**src/rtl/instruction_fetch_unit.sv**
```systemverilog
// Instruction fetch: owns the fetch PC, issues reads to instruction memory,
// buffers {pc, inst} in a prefetch FIFO and hands them to decode.
// Ports:
//   clk, reset (async, active-high)
//   imem_rd/imem_addr -> memory, imem_data <- memory (one cycle later)
//   redirect_valid/redirect_pc : flush and restart fetch at a new PC
//   inst_valid/inst/inst_pc -> decode, inst_ready <- decode
module instruction_fetch_unit #(
  parameter int                ADDR_W   = 32,
  parameter int                INST_W   = 16,
  parameter int                DEPTH    = 4,
  parameter logic [ADDR_W-1:0] RESET_PC = '0
) (
  input  logic              clk,
  input  logic              reset,
  output logic              imem_rd,
  output logic [ADDR_W-1:0] imem_addr,
  input  logic [INST_W-1:0] imem_data,
  input  logic              redirect_valid,
  input  logic [ADDR_W-1:0] redirect_pc,
  output logic              inst_valid,
  output logic [INST_W-1:0] inst,
  output logic [ADDR_W-1:0] inst_pc,
  input  logic              inst_ready
);

  localparam int PW = $clog2(DEPTH);
  localparam int CW = PW + 1;

  logic [ADDR_W-1:0] fetch_pc;
  logic [ADDR_W-1:0] inflight_pc;
  logic              inflight;

  logic [INST_W-1:0] q_inst [DEPTH];
  logic [ADDR_W-1:0] q_pc   [DEPTH];
  logic [PW-1:0]     rd_ptr;
  logic [PW-1:0]     wr_ptr;
  logic [CW-1:0]     count;

  logic [CW-1:0]     occupancy;
  logic              push;
  logic              pop;

  // Reserve a slot for the in-flight return; same-cycle pops are
  // ignored, so a returning word always has room.
  assign occupancy = count + CW'(inflight);
  assign imem_rd   = !redirect_valid && (occupancy < CW'(DEPTH));
  assign imem_addr = fetch_pc;

  assign inst_valid = (count != '0);
  assign inst       = inst_valid ? q_inst[rd_ptr] : '0;
  assign inst_pc    = inst_valid ? q_pc[rd_ptr]   : '0;

  assign push = inflight && !redirect_valid;
  assign pop  = inst_valid && inst_ready && !redirect_valid;

  always_ff @(posedge clk or posedge reset) begin
    if (reset) begin
      fetch_pc    <= RESET_PC;
      inflight    <= 1'b0;
      inflight_pc <= '0;
      rd_ptr      <= '0;
      wr_ptr      <= '0;
      count       <= '0;
    end else if (redirect_valid) begin
      fetch_pc <= redirect_pc;
      inflight <= 1'b0;
      rd_ptr   <= '0;
      wr_ptr   <= '0;
      count    <= '0;
    end else begin
      inflight <= imem_rd;
      if (imem_rd) begin
        inflight_pc <= fetch_pc;
        fetch_pc    <= fetch_pc + 1'b1;
      end
      if (push) wr_ptr <= wr_ptr + 1'b1;
      if (pop)  rd_ptr <= rd_ptr + 1'b1;
      unique case ({push, pop})
        2'b10:   count <= count + 1'b1;
        2'b01:   count <= count - 1'b1;
        default: count <= count;
      endcase
    end
  end

  // Storage needs no reset: entries are only visible through count.
  always_ff @(posedge clk) begin
    if (push && !reset) begin
      q_inst[wr_ptr] <= imem_data;
      q_pc[wr_ptr]   <= inflight_pc;
    end
  end

endmodule

```
**config.mk**
```make
export PLATFORM = sky130hd
export DESIGN_NAME = instruction_fetch_unit
export DESIGN_NICKNAME = d
export VERILOG_FILES = /design/src/rtl/instruction_fetch_unit.sv
export SDC_FILE = /design/constraint.sdc
export NUM_CORES = 1
export LEC_CHECK = 0
export CORE_MARGIN = 2
export CORE_UTILIZATION = 35
export CTS_CLUSTER_SIZE = 40
export DETAILED_ROUTE_END_ITERATION = 16
export RECOVER_POWER = 100
export SYNTH_ARGS = -nofsm -noshare
export SYNTH_HDL_FRONTEND = slang
export SYNTH_SLANG_ARGS = --single-unit
```
**constraint.sdc**
```tcl
create_clock -name clk -period 2.49 [get_ports clk]
set_input_delay 0.498 -clock clk [delete_from_list [all_inputs] [get_ports clk]]
set_output_delay 0.498 -clock clk [all_outputs]
set_load 0.05 [all_outputs]
```
==> flow_metrics.tcl <==
set metrics [dict create \
    synth_xor_area_share_pct 0.7140 \
    slew_headroom_pct 30.84 \
    hold_start "redirect_valid" \
    critPathArrivalTime_ns 2.09 \
    synthCells 675 \
    drc 0 \
    synth-simple-area-share_pct 10.51 \
    synth_edf_count 192 \
    synthMuxAreaShare_pct 13.71 \
    grt_pass1_wl_um 39520 \
    hold_class "in2reg" \
    synthAdderAreaFrac_pct 0.7480 \
    ant_nets 0 \
    power_frac_seq_pct 34.2 \
    cts_buffer_depth 3 \
    ys_types 52 \
    combPwrFrac_pct 42.0 \
    r2r_start "inflight" \
    crit_fanout 6 \
    cts_tree "done" \
    leakage_nw 5.001 \
    yosys_warnings 0 \
    drt_iter0_drc 501 \
    cp-end-kind "primary output" \
    yosysMostFrequentCell "edfxtp_1" \
    vias 6525 \
    whs_ns 0.4592 \
    synth_top_area_share_pct 52.22 \
    finalCriticalPeriod_ns 2.589 \
    p_int_mw 11.22 \
    pwr-share-clk_pct 23.8 \
    place_inst 1214 \
    rsz0062_at_grt "yes" \
    fin_nets 914 \
    min_period_over_period_pct 104.0 \
    use_met3_pct 2.467 \
    cts-buffers-inserted 27 \
    setup_ws_ns -0.09851 \
    clkTransAtPathRegs_ns 0.06 \
    fin_cells 1278 \
    cts-root-buf "clkbuf_16" \
    htree_levels 1 \
    ys_seq_elements 264 \
    use_met2_pct 25.27 \
    ios 134 \
    overflow 0 \
    synth_area_leader_cell "edfxtp_1" \
    netlist_area_um2 11040 \
    worstSetupPathType "reg2out" \
    cp-start-kind "flip-flop" \
    synth_ff_type "edfxtp_1" \
    sw_frac_of_total_pct 35.36 \
    met1_usage_pct 22.23 \
    wl_um 25740 \
    async_flop_share_pct 27.27 \
    antenna_found_initial 0 \
    holdBufCountCts 0 \
    port_buffers 133 \
    finClkSkew_ns 0.01423 \
    outcome "complete, but fails checks" \
    max-vdd-ir-drop_mv 0.5360 \
    violations "setup timing" \
    finalMaxSlewViolations 0 \
    clock_latency_ns 0.52 \
    fp.dieArea_um2 32980 \
    synthTopCellsByArea "edfxtp_1, dfrtp_1, mux4_2, mux2_2, and2_1" \
    fp.coreArea_um2 31310 \
    cts_sinks 264 \
    gp_congestion 0.7895 \
    grt_pass1_vias 6509 \
    hold_violations 0 \
    fin_total_pwr_mw 17.36 \
    netlist_top_cells_count "edfxtp_1, dfrtp_1, and2_1, mux4_2, mux2_2" \
    timing.max_cap.violations 0 \
    worstPathRequired_ns 1.99 \
    syn_avg_cell_area_um2 16.36 \
    startpoint "rd_ptr[0]" \
    clock.fmax_mhz 386.3 \
    grtUsageTotal_pct 15.55 \
    wire_per_inst_um 20.14 \
    ys_seq_area_share_pct 68.54 \
    layout-drive-gt1-share_pct 32.65 \
    avgViaCountPerCell 5.106 \
    synth_compound_area_share_pct 4.000 \
    busiest_layer "met2" \
    start_util_pct 35.26 \
    syn_nets 733 \
    grt_max_degree 73 \
    setup_viol 42 \
    rows 65 \
    setup_tns_ns -2.630 \
    drt_pass1_iterations 5 \
    power.density_nw_per_um2 1208 \
    fp.dieW_um 181.6 \
    synth_top_family_by_area "multiplexers" \
    worst_pin_slew_ns 1.037 \
    final_util_pct 45.89 \
    diodes 0 \
    dp_hpwl_um 16560 \
    die_h_um 181.6 \
    area_delta_synth_final_pct 30.13 \
    netSwitchingPower_mw 6.140 \
]
==> timing repair <==
| item | CTS | global route |
|---|---|---|
| resized for setup | 100 | 16 |
| buffers inserted | 4 | 8 |
| gates cloned | 1 | 2 |
| pin swaps | 0 | 5 |
| hold endpoints to repair | 0 | 0 |
| endpoints found under the setup margin | 49 | 52 |
==> critical path, cell delays in order (launching register included) <==
cell and delay, ns:
dfrtp_4 0.48, buf_12 0.15, buf_12 0.13, mux4_2 0.49, and2_4 0.18, buf_6 0.14
==> sequential cells by signal, indices dropped and copies added (netlist names) <==
name         cells
count            3
imem_addr       32
inflight         1
inflight_pc     32
q_inst          64
q_pc           128
rd_ptr           2
wr_ptr           2
==> per-layer routing <==
metal	wire length (um)	vias to the layer above	part of all wire [%]
met5	0	-	0
met4	378	0	1.5
met3	1159	31	4.5
met2	12420	177	48
met1	11780	3296	46
li1	-	3021	-
==> cells by family after synthesis <==
group,count (synthesis)
flip-flops,264
AND/OR/NAND/NOR,197
multiplexers,87
AO/OA/AOI/OAI,67
buffers and inverters,45
XOR/XNOR,9
adder cells (fa/ha/maj),6
==> cells in the final DEF (no fill, tap or decap), drive strengths merged, types with 9 or more instances in the layout <==
cell type,n
edfxtp,192
buf,84
dfrtp,72
clkbuf,60
clkdlybuf4s50,57
and2,53
mux4,48
mux2,34
nor2,28
nand3,22
dlygate4sd3,22
nand2,20
or4,20
a31oi,16
o31ai,15
nand4,14
o21ai,12
clkinv,9
==> final timing paths <==
path	to	slack, ns	cells after the start
hold reg to reg	q_pc[1][14]	0.51	0
min in group asynchronous	imem_addr[0]	0.92	3
max in group asynchronous	rd_ptr[0]	0.79	3
setup reg to reg	q_inst[1][1]	0.14	4
setup / recovery	inst_pc[26]	-0.1	5
hold / removal	count[0]	0.46	3
==> final cells by class <==
| cell class | count | area, um2 |
|---|---|---|
| tap | 402 | 503.0 |
| timing repair buffer | 190 | 1929 |
| sequential | 264 | 7575 |
| inverter | 7 | 27.53 |
| clock buffer | 34 | 732.0 |
| clock inverter | 15 | 187.7 |
| fill | 2758 | 16940 |
| multi-input combinational | 366 | 3413 |
==> per-stage QoR <==
step,cell area [um2],setup slack (ns)
floorplan,11060,-0.03256
global placement,13120,0.2058
detailed placement,13120,0.1877
CTS,14420,-0.1363
global route,14370,-0.1509
finish,14370,-0.09851
==> power groups by stage <==
| stage | Combinational (mW) | Clock, mW | Sequential (mW) |
|---|---|---|---|
| finish | 7.30 | 4.14 | 5.93 |
| global route | 7.68 | 4.42 | 6.02 |
| CTS | 7.23 | 4.23 | 5.93 |
| detailed placement | 6.10 | 0 | 6.04 |
| global placement | 6.09 | 0 | 6.01 |
| floorplan | 3.91 | 0 | 6.05 |
Power figures use the tool's default switching activity.
==> variant (config.mk and constraints unchanged) <==
`ADDR_W`: 32 -> 28.
--- a/src/rtl/instruction_fetch_unit.sv
+++ b/src/rtl/instruction_fetch_unit.sv
@@ -7,5 +7,5 @@
 //   inst_valid/inst/inst_pc -> decode, inst_ready <- decode
 module instruction_fetch_unit #(
-  parameter int                ADDR_W   = 32,
+  parameter int                ADDR_W   = 28,
   parameter int                INST_W   = 16,
   parameter int                DEPTH    = 4,
Ports: changed (resized imem_addr, inst_pc and redirect_pc); port bits go from 134 to 122. The function was not compared with the original's and may differ.
==> variant against the original RTL <==
  * Fmax fell by 0.50%
  * Final area fell by 10%
  * Largest cell class unchanged
  * Setup slack worse by 13 ps
  * The flow finishes with violations (capacitance limit, slew limit, setup timing)
  * Hold slack worse by 85 ps
  * Combinational power fell by 12%
  * Non-clock buffer count shrank 17
  * Count of clock-buffer cells in the layout fell by 1
  * Total power is 11% lower
  * Routed wire length down 11%
  * Sequential cell count decreased by 24
  * Sequential share of layout area rose by 0.90 points
  * Critical endpoint is now inst[6]
  * Synthesized area shrank 12%
  * Clock skew down 6.4 ps
==> variant: results (changes against the original RTL) <==
| Metric | Value |
|---|---|
| # setup viols final | `45 (was 42)` |
| Via density | `4.91 (was 5.11)` |
| Dpl cell area | `11,600 sq um (was 13,100 sq um)` |
| Clock Skew | `7.81 ps (was 14.2 ps)` |
| Largest net degree at the start of global routing | `65 (was 73)` |
| HPWL after DPL | `15.0 mm (was 16.6 mm)` |
| Post-Route WL | `23.0 mm (was 25.7 mm)` |
| Failing checks | `capacitance limit, slew limit, setup timing (was setup timing)` |
| GRT Overall Usage | `15.7% (was 15.6%)` |
| DR iter-0 viols | `468 (was 501)` |
| Post-synthesis compound-gate area fraction | `1.82% (was 4.00%)` |
| Final WS setup | `-111 ps (was -98.5 ps)` |
| Syn Nets | `622 (was 733)` |
| DR WL met2 | `11.5 mm (was 12.4 mm)` |
| Critical-path maximum fanout | `7 (was 6)` |
| Vias in the first global route | `5,915 (was 6,509)` |
| Routed wl met3 | `1.04 mm (was 1.16 mm)` |
| RR Endpoint | `imem_addr[26] (was q_inst[1][1])` |
| Max cap viols | `1 (was 0)` |
| Distinct cells, synth | `32 (was 52)` |
| Fill cell count | `2,338 (was 2,758)` |
| Slew Viols, Final | `65 (was 0)` |
| Setup tns final | `-2930 ps (was -2630 ps)` |
| Mux cell area share after synthesis | `14.0% (was 13.7%)` |
| Num CTS Buffers | `25 (was 27)` |
| Pre-CTS WS | `177 ps (was 188 ps)` |
| Commonest cells post-synth | `176 x edfxtp_1, 64 x dfrtp_1, 51 x and2_1 (was 192 x edfxtp_1, 72 x dfrtp_1, 53 x and2_1)` |
| IO Port Bufs | `121 (was 133)` |
| Reg2Reg Depth | `5 (was 4)` |
| Seq/Total Area, Yosys | `71.0% (was 68.5%)` |
| GRT met1 Usage | `20.9% (was 22.2%)` |
| Critical path destination | `inst[6] (was inst_pc[26])` |
| Status | `finished with violations (unchanged)` |
| Xor and xnor fraction of the mapped netlist area | `2.71% (was 0.714%)` |
| Dpl cells | `1,074 (was 1,214)` |
| Min Hold Slack | `375 ps (was 459 ps)` |
| Synth Area in Adders | `0.851% (was 0.748%)` |
| Number of synthesized flops with an enable pin | `176 (was 192)` |
| GR Util met2 | `26.8% (was 25.3%)` |
| Peak supply drop | `0.590 mV (was 0.536 mV)` |
| R2r setup slk | `80 ps (was 140 ps)` |
| R2r startpoint | `imem_addr[9] (was inflight)` |
| Int Pwr | `10,100 uW (was 11,200 uW)` |
| Fraction of registers with async set or reset after synthesis | `26.7% (was 27.3%)` |
| Biggest regs | `q_pc (112), q_inst (64) (was q_pc (128), q_inst (64))` |
| Routability congestion estimate | `0.776 (was 0.790)` |
| Vias | `5,545 (was 6,525)` |
[variant: changes by cell type in the layout (fill, tap and decap cells not counted), sizes merged, moves of 13 or more]
cell	change
clkdlybuf4s50	-20
dlygate4sd3	+15
edfxtp	-16
nand2	+14
nor2	-13
o21ai	+14
o31ai	-13
or4	-17
[variant: critical path: cells and delay by family (launching register included)]
family,cells,cell delay [ps]
simple gates,1,180
flops,1,420
buf+inv,3,480
mux,1,500
[variant: stage by stage]
stage                     utilization, %  total power (uW)
after global routing                47.5             16100
after global placement              42.9             10500
after floorplan                        -              8830
after detailed placement            42.9             10600
final                               47.5             15400
after CTS                           47.1             15100
[variant: power by group through the flow]
stage                     registers (uW)  clock network (uW)  logic [uW]
after floorplan                     5520                   0        3320
after global placement              5440                   0        5080
after detailed placement            5500                   0        5140
after CTS                           5400                3720        6010
after global routing                5460                3860        6760
final                               5390                3640        6420
[variant: cell families (layout without fill, tap and decap cells)]
| logic type | after synthesis | count (layout) |
|---|---|---|
| AO/OA/AOI/OAI | 33 | 33 |
| XOR/XNOR | 30 | 30 |
| adder cells (fa/ha/maj) | 6 | 6 |
| buffers and inverters | 33 | 223 |
| flip-flops | 240 | 240 |
| multiplexers | 77 | 77 |
| AND/OR/NAND/NOR | 149 | 149 |
[variant: timing repair]
item | CTS | global route
cloned | 1 | 6
gates resized for setup | 82 | 37
setup buffers | 2 | 2
pin swaps | 1 | 24
setup endpoints to repair | 46 | 44
[variant: final cells by class]
cell class                 count  area share, %
clock buffer                  33           5.41
inverter                       5          0.175
tap                          372           3.62
clock inverter                12          0.924
timing repair buffer         173           14.5
multi-input combinational    295           21.8
sequential                   240           53.6
